--- config.mk ---
export PLATFORM = sky130hd
export DESIGN_NAME = can_axil_arbiter_flat
export DESIGN_NICKNAME = d
export VERILOG_FILES = /design/src/rtl/can_arb_pkg.sv /design/src/rtl/can_axil_if.sv /design/src/rtl/can_axil_arbiter_rr.sv /design/src/rtl/can_axil_arbiter.sv /design/src/flat_wrapper.sv
export SDC_FILE = /design/constraint.sdc
export NUM_CORES = 1
export LEC_CHECK = 0
export BUFFER_PORTS_ARGS = -buffer_cell sky130_fd_sc_hd__buf_2
export CAP_MARGIN = 20
export CELL_PAD_IN_SITES_DETAIL_PLACEMENT = 2
export CELL_PAD_IN_SITES_GLOBAL_PLACEMENT = 2
export CORE_ASPECT_RATIO = 0.5
export CORE_MARGIN = 4
export CORE_UTILIZATION = 26
export CTS_BUF_LIST = sky130_fd_sc_hd__clkbuf_2
export DETAILED_ROUTE_END_ITERATION = 16
export PLACE_DENSITY = 0.88
export SKIP_LAST_GASP = 1
export SYNTH_ARGS = -nofsm -noshare
export SYNTH_HDL_FRONTEND = slang
export SYNTH_SLANG_ARGS = --single-unit
--- constraint.sdc ---
create_clock -name clk -period 4.6 [get_ports clk]
set_input_delay 0.69 -clock clk [delete_from_list [all_inputs] [get_ports clk]]
set_output_delay 0.69 -clock clk [all_outputs]
set_load 0.01 [all_outputs]
--- src/rtl/can_arb_pkg.sv ---
// can_arb_pkg: shared FSM state codes, AXI response code and
// CAN MAC register offsets for the AXI-Lite requester arbiter.
package can_arb_pkg;

  typedef logic [2:0] state_t;

  localparam state_t S_IDLE    = 3'd0;
  localparam state_t S_WR_ADDR = 3'd1;
  localparam state_t S_WR_RESP = 3'd2;
  localparam state_t S_RD_ADDR = 3'd3;
  localparam state_t S_RD_RESP = 3'd4;
  localparam state_t S_DONE    = 3'd5;
  localparam state_t S_HUNG    = 3'd6;

  localparam logic [1:0] AXI_RESP_OKAY = 2'b00;

  localparam logic [7:0] REG_SRR    = 8'h00;
  localparam logic [7:0] REG_MODE   = 8'h04;
  localparam logic [7:0] REG_BRPR   = 8'h08;
  localparam logic [7:0] REG_BTR    = 8'h0C;
  localparam logic [7:0] REG_ISR    = 8'h1C;
  localparam logic [7:0] REG_ICR    = 8'h24;
  localparam logic [7:0] REG_TXFIFO = 8'h2C;
  localparam logic [7:0] REG_RXFIFO = 8'h50;

  function automatic logic resp_bad(input logic [1:0] r);
    return r != AXI_RESP_OKAY;
  endfunction

endpackage

--- src/rtl/can_axil_if.sv ---
// can_axil_if: AXI4-Lite bundle between the arbiter (master)
// and the CAN MAC register slave (slave). Channels: AW, W, B, AR, R.
interface can_axil_if #(
  parameter int ADDR_W = 8,
  parameter int DATA_W = 32
);
  logic [ADDR_W-1:0]   awaddr;
  logic                awvalid;
  logic                awready;
  logic [DATA_W-1:0]   wdata;
  logic [DATA_W/8-1:0] wstrb;
  logic                wvalid;
  logic                wready;
  logic [1:0]          bresp;
  logic                bvalid;
  logic                bready;
  logic [ADDR_W-1:0]   araddr;
  logic                arvalid;
  logic                arready;
  logic [DATA_W-1:0]   rdata;
  logic [1:0]          rresp;
  logic                rvalid;
  logic                rready;

  modport master (
    output awaddr, awvalid, wdata, wstrb, wvalid, bready,
    output araddr, arvalid, rready,
    input  awready, wready, bresp, bvalid,
    input  arready, rdata, rresp, rvalid
  );

  modport slave (
    input  awaddr, awvalid, wdata, wstrb, wvalid, bready,
    input  araddr, arvalid, rready,
    output awready, wready, bresp, bvalid,
    output arready, rdata, rresp, rvalid
  );
endinterface

--- src/rtl/can_axil_arbiter_rr.sv ---
// rr_arbiter: combinational round-robin pick, search starts at
// last_grant+1 and wraps. Ports: req, last_grant in; one-hot gnt out.
module rr_arbiter #(
  parameter int NUM_REQ = 3,
  parameter int IDX_W   = $clog2(NUM_REQ)
) (
  input  logic [NUM_REQ-1:0] req,
  input  logic [IDX_W-1:0]   last_grant,
  output logic [NUM_REQ-1:0] gnt
);

  always_comb begin
    int sum;
    logic [IDX_W-1:0] idx;
    logic found;
    gnt   = '0;
    found = 1'b0;
    sum   = 0;
    idx   = '0;
    for (int off = 1; off <= NUM_REQ; off++) begin
      sum = int'(last_grant) + off;
      if (sum >= NUM_REQ) sum = sum - NUM_REQ;
      idx = IDX_W'(sum);
      if (!found && req[idx]) begin
        found    = 1'b1;
        gnt[idx] = 1'b1;
      end
    end
  end

endmodule

--- src/rtl/can_axil_arbiter.sv ---
// can_axil_arbiter: round-robin share of one AXI-Lite register port.
// Ports: clk, rst_n, req/req_we/req_addr/req_wdata in; ack, rsp_rdata,
// rsp_err, bus_hung out; m_axi master bundle. Option: CAN_ARB_TIMEOUT_EN.
module can_axil_arbiter
  import can_arb_pkg::*;
#(
  parameter int NUM_REQ = 3,
  parameter int ADDR_W  = 8,
  parameter int DATA_W  = 32,
  parameter int TIMEOUT = 255
) (
  input  logic                      clk,
  input  logic                      rst_n,
  input  logic [NUM_REQ-1:0]        req,
  input  logic [NUM_REQ-1:0]        req_we,
  input  logic [NUM_REQ*ADDR_W-1:0] req_addr,
  input  logic [NUM_REQ*DATA_W-1:0] req_wdata,
  output logic [NUM_REQ-1:0]        ack,
  output logic [DATA_W-1:0]         rsp_rdata,
  output logic                      rsp_err,
  output logic                      bus_hung,
  can_axil_if.master                m_axi
);

  localparam int IDX_W = $clog2(NUM_REQ);

  if (NUM_REQ < 2 || NUM_REQ > 8 || TIMEOUT < 1 || TIMEOUT > 65535)
  begin : g_bad_cfg
    $error("can_axil_arbiter: parameter out of range");
  end

  state_t              state;
  logic [IDX_W-1:0]    last_grant;
  logic [IDX_W-1:0]    grant;
  logic [ADDR_W-1:0]   addr_q;
  logic [DATA_W-1:0]   wdata_q;
  logic                awvalid_q;
  logic                wvalid_q;
  logic                bready_q;
  logic                arvalid_q;
  logic                rready_q;

  logic [NUM_REQ-1:0]  gnt;
  logic [IDX_W-1:0]    gnt_idx;
  logic                any_req;
  logic [ADDR_W-1:0]   addr_sel;
  logic [DATA_W-1:0]   wdata_sel;
  logic                wr_acc;
  logic                b_hs;
  logic                r_hs;
  logic                tmo;

  rr_arbiter #(
    .NUM_REQ (NUM_REQ),
    .IDX_W   (IDX_W)
  ) u_rr (
    .req        (req),
    .last_grant (last_grant),
    .gnt        (gnt)
  );

  always_comb begin
    gnt_idx = '0;
    for (int i = 0; i < NUM_REQ; i++)
      if (gnt[i]) gnt_idx = IDX_W'(i);
  end

  assign any_req   = |gnt;
  assign addr_sel  = req_addr[gnt_idx*ADDR_W +: ADDR_W];
  assign wdata_sel = req_wdata[gnt_idx*DATA_W +: DATA_W];

  // A channel counts as accepted if it already was, or is this cycle.
  assign wr_acc = (!awvalid_q || m_axi.awready) &&
                  (!wvalid_q  || m_axi.wready);
  assign b_hs   = bready_q && m_axi.bvalid;
  assign r_hs   = rready_q && m_axi.rvalid;

  assign m_axi.awaddr  = addr_q;
  assign m_axi.araddr  = addr_q;
  assign m_axi.wdata   = wdata_q;
  assign m_axi.wstrb   = '1;
  assign m_axi.awvalid = awvalid_q;
  assign m_axi.wvalid  = wvalid_q;
  assign m_axi.bready  = bready_q;
  assign m_axi.arvalid = arvalid_q;
  assign m_axi.rready  = rready_q;

`ifdef CAN_ARB_TIMEOUT_EN
  localparam logic [15:0] TMO_LIM = 16'(TIMEOUT);
  logic [15:0] cnt;
  logic        busy;
  logic        hung_q;

  assign busy = (state == S_WR_ADDR) || (state == S_WR_RESP) ||
                (state == S_RD_ADDR) || (state == S_RD_RESP);
  assign tmo  = busy && (cnt + 16'd1 == TMO_LIM);
  assign bus_hung = hung_q;

  always_ff @(posedge clk or negedge rst_n) begin
    if (!rst_n) begin
      cnt <= '0;
    end else if (state == S_IDLE && any_req) begin
      cnt <= '0;
    end else if (busy) begin
      cnt <= cnt + 16'd1;
    end
  end
`else
  assign tmo      = 1'b0;
  assign bus_hung = 1'b0;
`endif

  always_ff @(posedge clk or negedge rst_n) begin
    if (!rst_n) begin
      state      <= S_IDLE;
      last_grant <= IDX_W'(NUM_REQ - 1);
      grant      <= '0;
      addr_q     <= '0;
      wdata_q    <= '0;
      awvalid_q  <= 1'b0;
      wvalid_q   <= 1'b0;
      bready_q   <= 1'b0;
      arvalid_q  <= 1'b0;
      rready_q   <= 1'b0;
      ack        <= '0;
      rsp_rdata  <= '0;
      rsp_err    <= 1'b0;
`ifdef CAN_ARB_TIMEOUT_EN
      hung_q     <= 1'b0;
`endif
    end else begin
      ack       <= '0;
      rsp_rdata <= '0;
      rsp_err   <= 1'b0;
      unique case (state)
        S_IDLE: begin
          if (any_req) begin
            grant      <= gnt_idx;
            last_grant <= gnt_idx;
            addr_q     <= addr_sel;
            wdata_q    <= wdata_sel;
            if (req_we[gnt_idx]) begin
              awvalid_q <= 1'b1;
              wvalid_q  <= 1'b1;
              bready_q  <= 1'b1;
              state     <= S_WR_ADDR;
            end else begin
              arvalid_q <= 1'b1;
              rready_q  <= 1'b1;
              state     <= S_RD_ADDR;
            end
          end
        end
        S_WR_ADDR: begin
          if (m_axi.awready) awvalid_q <= 1'b0;
          if (m_axi.wready)  wvalid_q  <= 1'b0;
          // bvalid only counts once both AW and W are through.
          if (wr_acc && b_hs) begin
            bready_q <= 1'b0;
            rsp_err  <= resp_bad(m_axi.bresp);
            ack      <= NUM_REQ'(1) << grant;
            state    <= S_DONE;
          end else if (wr_acc) begin
            state <= S_WR_RESP;
          end
        end
        S_WR_RESP: begin
          if (b_hs) begin
            bready_q <= 1'b0;
            rsp_err  <= resp_bad(m_axi.bresp);
            ack      <= NUM_REQ'(1) << grant;
            state    <= S_DONE;
          end
        end
        S_RD_ADDR: begin
          if (m_axi.arready) begin
            arvalid_q <= 1'b0;
            state     <= S_RD_RESP;
          end
        end
        S_RD_RESP: begin
          if (r_hs) begin
            rready_q  <= 1'b0;
            rsp_rdata <= m_axi.rdata;
            rsp_err   <= resp_bad(m_axi.rresp);
            ack       <= NUM_REQ'(1) << grant;
            state     <= S_DONE;
          end
        end
        S_DONE: begin
          state <= S_IDLE;
        end
`ifdef CAN_ARB_TIMEOUT_EN
        S_HUNG: begin
          state <= S_HUNG;
        end
`endif
        default: begin
          state <= S_IDLE;
        end
      endcase
`ifdef CAN_ARB_TIMEOUT_EN
      // Abandon the slave; only reset recovers the port.
      if (tmo) begin
        awvalid_q <= 1'b0;
        wvalid_q  <= 1'b0;
        bready_q  <= 1'b0;
        arvalid_q <= 1'b0;
        rready_q  <= 1'b0;
        ack       <= NUM_REQ'(1) << grant;
        rsp_rdata <= '0;
        rsp_err   <= 1'b1;
        hung_q    <= 1'b1;
        state     <= S_HUNG;
      end
`endif
    end
  end

endmodule

--- src/flat_wrapper.sv ---
// flat-port wrapper written by rule: the top's interface ports become plain ports
module can_axil_arbiter_flat import can_arb_pkg::*;
#(
  parameter int NUM_REQ = 3,
  parameter int ADDR_W  = 8,
  parameter int DATA_W  = 32,
  parameter int TIMEOUT = 255
)
  (clk, rst_n, req, req_we, req_addr, req_wdata, ack, rsp_rdata, rsp_err, bus_hung, m_axi_awaddr, m_axi_awvalid, m_axi_wdata, m_axi_wstrb, m_axi_wvalid, m_axi_bready, m_axi_araddr, m_axi_arvalid, m_axi_rready, m_axi_awready, m_axi_wready, m_axi_bresp, m_axi_bvalid, m_axi_arready, m_axi_rdata, m_axi_rresp, m_axi_rvalid);
  can_axil_if #(.ADDR_W(ADDR_W), .DATA_W(DATA_W)) m_axi_i ();
  input  logic clk;
  input  logic rst_n;
  input  logic [NUM_REQ-1:0] req;
  input  logic [NUM_REQ-1:0] req_we;
  input  logic [NUM_REQ*ADDR_W-1:0] req_addr;
  input  logic [NUM_REQ*DATA_W-1:0] req_wdata;
  output logic [NUM_REQ-1:0] ack;
  output logic [DATA_W-1:0] rsp_rdata;
  output logic rsp_err;
  output logic bus_hung;
  output wire logic [$bits(m_axi_i.awaddr)-1:0] m_axi_awaddr;
  output wire logic [$bits(m_axi_i.awvalid)-1:0] m_axi_awvalid;
  output wire logic [$bits(m_axi_i.wdata)-1:0] m_axi_wdata;
  output wire logic [$bits(m_axi_i.wstrb)-1:0] m_axi_wstrb;
  output wire logic [$bits(m_axi_i.wvalid)-1:0] m_axi_wvalid;
  output wire logic [$bits(m_axi_i.bready)-1:0] m_axi_bready;
  output wire logic [$bits(m_axi_i.araddr)-1:0] m_axi_araddr;
  output wire logic [$bits(m_axi_i.arvalid)-1:0] m_axi_arvalid;
  output wire logic [$bits(m_axi_i.rready)-1:0] m_axi_rready;
  input wire logic [$bits(m_axi_i.awready)-1:0] m_axi_awready;
  input wire logic [$bits(m_axi_i.wready)-1:0] m_axi_wready;
  input wire logic [$bits(m_axi_i.bresp)-1:0] m_axi_bresp;
  input wire logic [$bits(m_axi_i.bvalid)-1:0] m_axi_bvalid;
  input wire logic [$bits(m_axi_i.arready)-1:0] m_axi_arready;
  input wire logic [$bits(m_axi_i.rdata)-1:0] m_axi_rdata;
  input wire logic [$bits(m_axi_i.rresp)-1:0] m_axi_rresp;
  input wire logic [$bits(m_axi_i.rvalid)-1:0] m_axi_rvalid;
  assign m_axi_awaddr = m_axi_i.awaddr;
  assign m_axi_awvalid = m_axi_i.awvalid;
  assign m_axi_wdata = m_axi_i.wdata;
  assign m_axi_wstrb = m_axi_i.wstrb;
  assign m_axi_wvalid = m_axi_i.wvalid;
  assign m_axi_bready = m_axi_i.bready;
  assign m_axi_araddr = m_axi_i.araddr;
  assign m_axi_arvalid = m_axi_i.arvalid;
  assign m_axi_rready = m_axi_i.rready;
  assign m_axi_i.awready = m_axi_awready;
  assign m_axi_i.wready = m_axi_wready;
  assign m_axi_i.bresp = m_axi_bresp;
  assign m_axi_i.bvalid = m_axi_bvalid;
  assign m_axi_i.arready = m_axi_arready;
  assign m_axi_i.rdata = m_axi_rdata;
  assign m_axi_i.rresp = m_axi_rresp;
  assign m_axi_i.rvalid = m_axi_rvalid;
  can_axil_arbiter #(.NUM_REQ(NUM_REQ), .ADDR_W(ADDR_W), .DATA_W(DATA_W), .TIMEOUT(TIMEOUT)) u_core (.clk(clk), .rst_n(rst_n), .req(req), .req_we(req_we), .req_addr(req_addr), .req_wdata(req_wdata), .ack(ack), .rsp_rdata(rsp_rdata), .rsp_err(rsp_err), .bus_hung(bus_hung), .m_axi(m_axi_i));
endmodule
==> flow_metrics.env, run 1 <==
export IMPL_yosysWarnings=0
export IMPL_grt_max_degree=53
export IMPL_overflow=0
export IMPL_cts_tree="done"
export IMPL_cts_resized=0
export IMPL_fp_dieArea_mm2=0.0184
export IMPL_period_share=0.785
export IMPL_cpMaxStageDelayCell="dfrtp_1"
export IMPL_rsz0062_at_grt="false"
export IMPL_critPathArrivalTime_ns=4.10
export IMPL_dp_final_hpwl_um=13200
export IMPL_setup_tns_ns=0
export IMPL_worst_pin_slew_ns=0.965
export IMPL_ys_flop_type="dfrtp_1"
export IMPL_ys_ff_latch=87
export IMPL_netlist_instances=424
export IMPL_wirelength_um=17400
export IMPL_fin_crit_ns=3.61
export IMPL_post_drt_wl_per_cell_um=19.9
export IMPL_ys_async_sr_fraction=1.00
export IMPL_avgSynthCellArea_um2=9.92
export IMPL_area_delta_synth_final_pct=35.8
export IMPL_worstHoldPathType="input pin to asynchronous set/reset pin"
export IMPL_clock_latency_ns=0.57
export IMPL_path_cells="inv_1, ha_1, nor2_1, and3_1, a31oi_1, o21a_1, and2_1, buf_4, a22oi_1, o221ai_1"
export IMPL_core_mm2=0.0156
export IMPL_drtAntennaViolNets=0
export IMPL_p_comb_frac=0.548
export IMPL_drc=0
export IMPL_finClkSkew_ns=0.0567
export IMPL_yosysUniqueCellTypes=43
export IMPL_vias_per_cell=4.98
export IMPL_cts_hold_repair_buffers=0
export IMPL_p_clk_frac=0.114
export IMPL_ios=263
export IMPL_pwr_share_seq=0.339
export IMPL_crit_fanout=34
export IMPL_cts_htree_levels=3
export IMPL_grt_pass1_wl_um=27000
export IMPL_relSlewSlack=0.356
export IMPL_synth_area_mm2=0.00420
export IMPL_seq_area_frac_synth=0.518
export IMPL_synth_top_area_frac=0.512
export IMPL_synth_edf_count=0
export IMPL_slew_viol_final=0
export IMPL_status="completed"
export IMPL_gp_routability_congestion=0.804
export IMPL_cts_buffer_depth=2
export IMPL_critPathKind="flip-flop to flip-flop"
export IMPL_postCtsSetupRepairBufs=0
export IMPL_max_freq_ghz=0.277
export IMPL_hold_ws_ns=0.119
export IMPL_chipHeight_um=97.9
export IMPL_cellInternalPower_mw=1.77
export IMPL_path_clk_slew_ns=0.30
export IMPL_grt_pass1_vias=4829
export IMPL_cp_end_kind="flip-flop"
export IMPL_die_w_um=188
export IMPL_vias=4333
export IMPL_numCtsBuffers=9
export IMPL_yosys_area_top_type="dfrtp_1"
export IMPL_clock_sinks=87
export IMPL_port_buffers=257
export IMPL_synth_area_top_cells="dfrtp_1 (51%), nand2_1 (7.7%), o221ai_1 (7.1%)"
export IMPL_layout_drive_gt1_share=0.439
export IMPL_required_ns=5.08
export IMPL_grt_usage=0.185
export IMPL_vdd_drop_max_mv=0.244
export IMPL_p_sw_frac=0.482
export IMPL_filler_cell_count=1797
export IMPL_core_rowCount=32
export IMPL_drt_pass1_iter_count=6
export IMPL_drtIter0Drc=175
export IMPL_post_route_util=0.366
export IMPL_p_leak_nw=2.98
export IMPL_p_sw_mw=1.64
export IMPL_p_per_area_mw_per_mm2=597
export IMPL_synthTopCellsByCount="dfrtp_1 (86), nand2_1 (86), a22oi_1 (35), and2_1 (35), o221ai_1 (34)"
export IMPL_initial_core_util=0.269
export IMPL_crit_path_start_kind="flip-flop"
export IMPL_maxCapViolCount=0
export IMPL_setup_viol=0
export IMPL_r2r_slack_ns=0.99
export IMPL_hold_viol=0
export IMPL_root_buffer="clkbuf_2"
export IMPL_grt_antenna_before_repair=4
export IMPL_critPathMaxStageDelay_ns=0.59
export IMPL_nets=833
-- cells in the final DEF (no fill, tap or decap), types with 3 or more instances in the layout --
master,netlist,final
buf_2,6,256
nand2_1,86,86
dfrtp_1,86,86
and2_1,35,35
a22oi_1,35,35
o221ai_1,34,34
o21ai_0,15,15
nor2_1,10,10
clkbuf_2,0,10
buf_4,17,9
inv_1,7,7
o22ai_1,7,7
a21oi_1,6,6
a222oi_1,6,6
ha_1,6,6
conb_1,2,5
nor3_1,4,4
and3_1,4,4
diode_2,0,3
mux2i_1,3,3
-- per-layer routing --
| layer | vias to the layer above | wire length (um) | global-route usage |
|---|---|---|---|
| met3 | 31 | 962 | 0.0532 |
| met1 | 2181 | 6750 | 0.206 |
| li1 | 1979 | - | - |
| met2 | 138 | 9230 | 0.345 |
| met4 | 4 | 376 | 0.0519 |
| met5 | - | 26 | 0 |
-- per-stage QoR --
stage               setup slack [ns]  std cells  total power [mW]  instance area [um2]
floorplan                       1.86        427              2.36                 4220
global placement                1.29        851              2.95                 5600
detailed placement              1.04        851              3.05                 5600
CTS                            0.946        867              3.46                 5700
global route                   0.701        868              3.70                 5700
finish                         0.988        870              3.41                 5710
-- path summary, 6_finish.rpt --
kind | startpoint | to | cells past startpoint
min reg2reg | u_core.grant[1]$_DFFE_PN0P_ | u_core.ack[0]$_DFF_PN0_ | 1
min | rst_n | u_core.state[2]$_DFFE_PN0P_ | 1
max reg2reg | u_core.grant[0]$_DFFE_PN0P_ | u_core.m_axi.wdata[3]$_DFFE_PN0P_ | 10
max | u_core.grant[0]$_DFFE_PN0P_ | u_core.m_axi.wdata[3]$_DFFE_PN0P_ | 10
max in group asynchronous | rst_n | u_core.rsp_rdata[25]$_DFF_PN0_ | 2
min in group clk | m_axi_rdata[11] | u_core.rsp_rdata[11]$_DFF_PN0_ | 2
-- area by class of cell --
cell class	count	area (um2)	area share
clock buffer	10	50.0	0.00877
tap	204	255	0.0447
inverter	7	26.3	0.00460
sequential	87	2180	0.382
antenna	3	7.51	0.00131
clock inverter	6	52.6	0.00920
multi-input combinational	288	1790	0.314
timing repair buffer	265	1350	0.236
-- worst max-delay path, delay by kind of cell (launching register included) --
family / cells / cell delay [ns]
flip-flops: 1 / 0.59
AO/OA/AOI/OAI: 4 / 1.34
AND/OR/NAND/NOR: 3 / 0.48
buffers and inverters: 2 / 0.57
adder cells (fa/ha/maj): 1 / 0.55
-- registers in the layout, indices dropped and copies added, names as in the netlist --
signal	cells
u_core.m_axi.wdata	32
u_core.rsp_rdata	32
u_core.m_axi.araddr	8
u_core.ack	3
u_core.state	3
u_core.grant	2
u_core.last_grant	1
u_core.m_axi.arvalid	1
u_core.m_axi.awvalid	1
u_core.m_axi.bready	1
u_core.m_axi.rready	1
u_core.m_axi.wvalid	1
u_core.rsp_err	1
-- cells by family after synthesis --
logic type,synth area share
muxes,0.0125
buffers and inverters,0.0634
and+or+nand+nor,0.170
other,0.00179
DFF,0.518
adders and majority gates,0.0179
AOI/OAI and AO/OA,0.216
-- power groups by stage --
stage                     clock network [mW]  logic [mW]  registers [mW]
final                                  0.387        1.87            1.15
after global routing                   0.444        2.07            1.19
after CTS                              0.409        1.89            1.16
after detailed placement                   0        1.88            1.17
after global placement                     0        1.79            1.15
after floorplan                            0        1.14            1.22
(Power assumes the default switching activity.)
==> inputs of run 2 (changes only) <==
--- a/config.mk
+++ b/config.mk
@@ -11,10 +11,10 @@
 export CELL_PAD_IN_SITES_GLOBAL_PLACEMENT = 2
 export CORE_ASPECT_RATIO = 0.5
 export CORE_MARGIN = 4
-export CORE_UTILIZATION = 26
+export CORE_UTILIZATION = 22
 export CTS_BUF_LIST = sky130_fd_sc_hd__clkbuf_2
 export DETAILED_ROUTE_END_ITERATION = 16
-export PLACE_DENSITY = 0.88
+export PLACE_DENSITY = 0.8
 export SKIP_LAST_GASP = 1
 export SYNTH_ARGS = -nofsm -noshare
 export SYNTH_HDL_FRONTEND = slang
==> constraint.sdc (replaced) <==
create_clock -name clk -period 3.3 [get_ports clk]
set_input_delay 0.495 -clock clk [delete_from_list [all_inputs] [get_ports clk]]
set_output_delay 0.495 -clock clk [all_outputs]
set_load 0.01 [all_outputs]
==> run 2 against run 1 <==
Sequential share of layout area down 1.6 points. Register-to-register slack worse by 0.76 ns. Sequential power up 39%. Critical path depth up 1. Critical path type unchanged. Cell area up 4.3%. Global-route usage down 2.0 points. Maximum frequency up 18%. Largest power group unchanged.
==> flow_metrics.env, run 2 (synthesis results as in run 1) <==
export IMPL_setup_viol=0
export IMPL_root_buffer="clkbuf_2"
export IMPL_status="completed"
export IMPL_mostFrequentLayoutCells="buf_2 (256), nand2_1 (86), dfrtp_1 (86)"
export IMPL_cellInternalPower_mw=2.60
export IMPL_required_ns=3.84
export IMPL_cts_buffer_depth=2
export IMPL_dp_final_hpwl_um=13800
export IMPL_grt_usage=0.165
export IMPL_vias=4431
export IMPL_grt_max_degree=71
export IMPL_cp_end_kind="flip-flop"
export IMPL_critPathKind="flip-flop to flip-flop"
export IMPL_p_clk_frac=0.114
export IMPL_drtAntennaViolNets=0
export IMPL_p_sw_mw=2.39
export IMPL_filler_cell_count=2138
export IMPL_drc=0
export IMPL_path_clk_slew_ns=0.30
export IMPL_maxCapViolCount=0
export IMPL_finClkSkew_ns=0.0421
export IMPL_grt_pass1_wl_um=28000
export IMPL_pwr_share_seq=0.320
export IMPL_period_share=0.932
export IMPL_initial_core_util=0.226
export IMPL_relSlewSlack=0.400
export IMPL_gp_routability_congestion=0.841
export IMPL_drt_pass1_iter_count=4
export IMPL_crit_fanout=30
export IMPL_overflow=0
export IMPL_final_common_cell="buf_2"
export IMPL_p_comb_frac=0.566
export IMPL_max_freq_ghz=0.325
export IMPL_r2r_slack_ns=0.23
export IMPL_layout_drive_gt1_share=0.448
export IMPL_crit_path_start_kind="flip-flop"
export IMPL_nets=847
export IMPL_fin_crit_ns=3.07
export IMPL_ios=263
export IMPL_clock_latency_ns=0.60
export IMPL_p_sw_frac=0.479
export IMPL_p_per_area_mw_per_mm2=837
export IMPL_hold_viol=0
export IMPL_port_buffers=257
export IMPL_clock_sinks=87
export IMPL_area_delta_synth_final_pct=41.6
export IMPL_numCtsBuffers=9
export IMPL_worst_pin_slew_ns=0.900
export IMPL_core_rowCount=35
export IMPL_fp_dieArea_mm2=0.0215
export IMPL_drtIter0Drc=223
export IMPL_register_area_mm2=0.00218
export IMPL_cts_tree="done"
export IMPL_die_w_um=203
export IMPL_multi_input_area_mm2=0.00183
export IMPL_hold_ws_ns=0.0884
export IMPL_worstHoldPathType="input pin to flip-flop"
export IMPL_rsz0062_at_grt="true"
export IMPL_slew_viol_final=0
export IMPL_grt_pass1_vias=4770
export IMPL_chipHeight_um=106
export IMPL_p_leak_nw=3.06
export IMPL_power_total_mw=4.98
export IMPL_post_drt_wl_per_cell_um=19.7
export IMPL_vdd_drop_max_mv=0.253
export IMPL_cts_htree_levels=3
export IMPL_dpl_cell_area_mm2=0.00573
export IMPL_wirelength_um=18500
export IMPL_final_area_mm2=0.00595
export IMPL_vias_per_cell=4.72
export IMPL_critPathArrivalTime_ns=3.61
export IMPL_grt_antenna_before_repair=3
export IMPL_core_mm2=0.0186
## run 2: cell type report
| cell class | count | share of cell area |
|---|---|---|
| timing repair buffer | 278 | 0.250 |
| tap | 259 | 0.0544 |
| clock buffer | 9 | 0.00757 |
| antenna | 2 | 0.000841 |
| sequential | 87 | 0.366 |
| inverter | 7 | 0.00441 |
| clock inverter | 7 | 0.0103 |
| multi-input combinational | 289 | 0.307 |
## run 2: critical path: stages (launching register included)
cell and delay (ns):
dfstp_2 0.62, inv_1 0.11, ha_4 0.34, buf_4 0.14, nand2_1 0.06, o22a_1 0.24, or4b_1 0.52, o211ai_2 0.16
and2_4 0.23, buf_12 0.19, a22oi_1 0.13, o221ai_1 0.26
## run 2: worst paths after layout
path | start | end | cells past startpoint
max | u_core.last_grant[1]$_DFFE_PN1P_ | u_core.m_axi.wdata[6]$_DFFE_PN0P_ | 11
min | m_axi_rdata[28] | u_core.rsp_rdata[28]$_DFF_PN0_ | 2
max reg2reg | u_core.last_grant[1]$_DFFE_PN1P_ | u_core.m_axi.wdata[6]$_DFFE_PN0P_ | 11
min reg2reg | u_core.grant[1]$_DFFE_PN0P_ | u_core.ack[1]$_DFF_PN0_ | 1
max in group asynchronous | rst_n | u_core.rsp_rdata[30]$_DFF_PN0_ | 3
min in group asynchronous | rst_n | u_core.m_axi.wdata[23]$_DFFE_PN0P_ | 2
## run 2: power groups by stage
stage	clock network (mW)	logic, mW	registers, mW
after detailed placement	0	2.75	1.62
final	0.567	2.82	1.60
after CTS	0.603	2.80	1.60
after global placement	0	2.63	1.60
after floorplan	0	1.59	1.70
after global routing	0.649	3.12	1.65
## run 2: metrics by stage
stage               setup TNS, ns  setup WS [ns]   util  std cells
floorplan                       0          0.564      -        427
global placement                0         0.0918  0.309        911
CTS                             0         0.0215  0.316        930
finish                          0          0.226  0.321        938
global route              -0.0497        -0.0228  0.321        938
detailed placement              0         0.0110  0.309        911
## run 2: routing by layer
metal	part of all wire	global-route usage	wire length (um)	vias up
met1	0.40	0.192	7320	2261
li1	-	-	-	2006
met4	0.021	0.0486	381	2
met2	0.54	0.304	10000	129
met5	0.00038	0	7	-
met3	0.042	0.0357	768	33
## run 2: repair_timing
action                                 in CTS  in global routing
gates cloned                                1                  0
buffers inserted                            0                  2
hold buffers                                2                  4
gates resized for setup                     1                  5
endpoints found under the hold margin      48                  4
pin swaps                                   0                  1
setup endpoints to repair                  22                 43
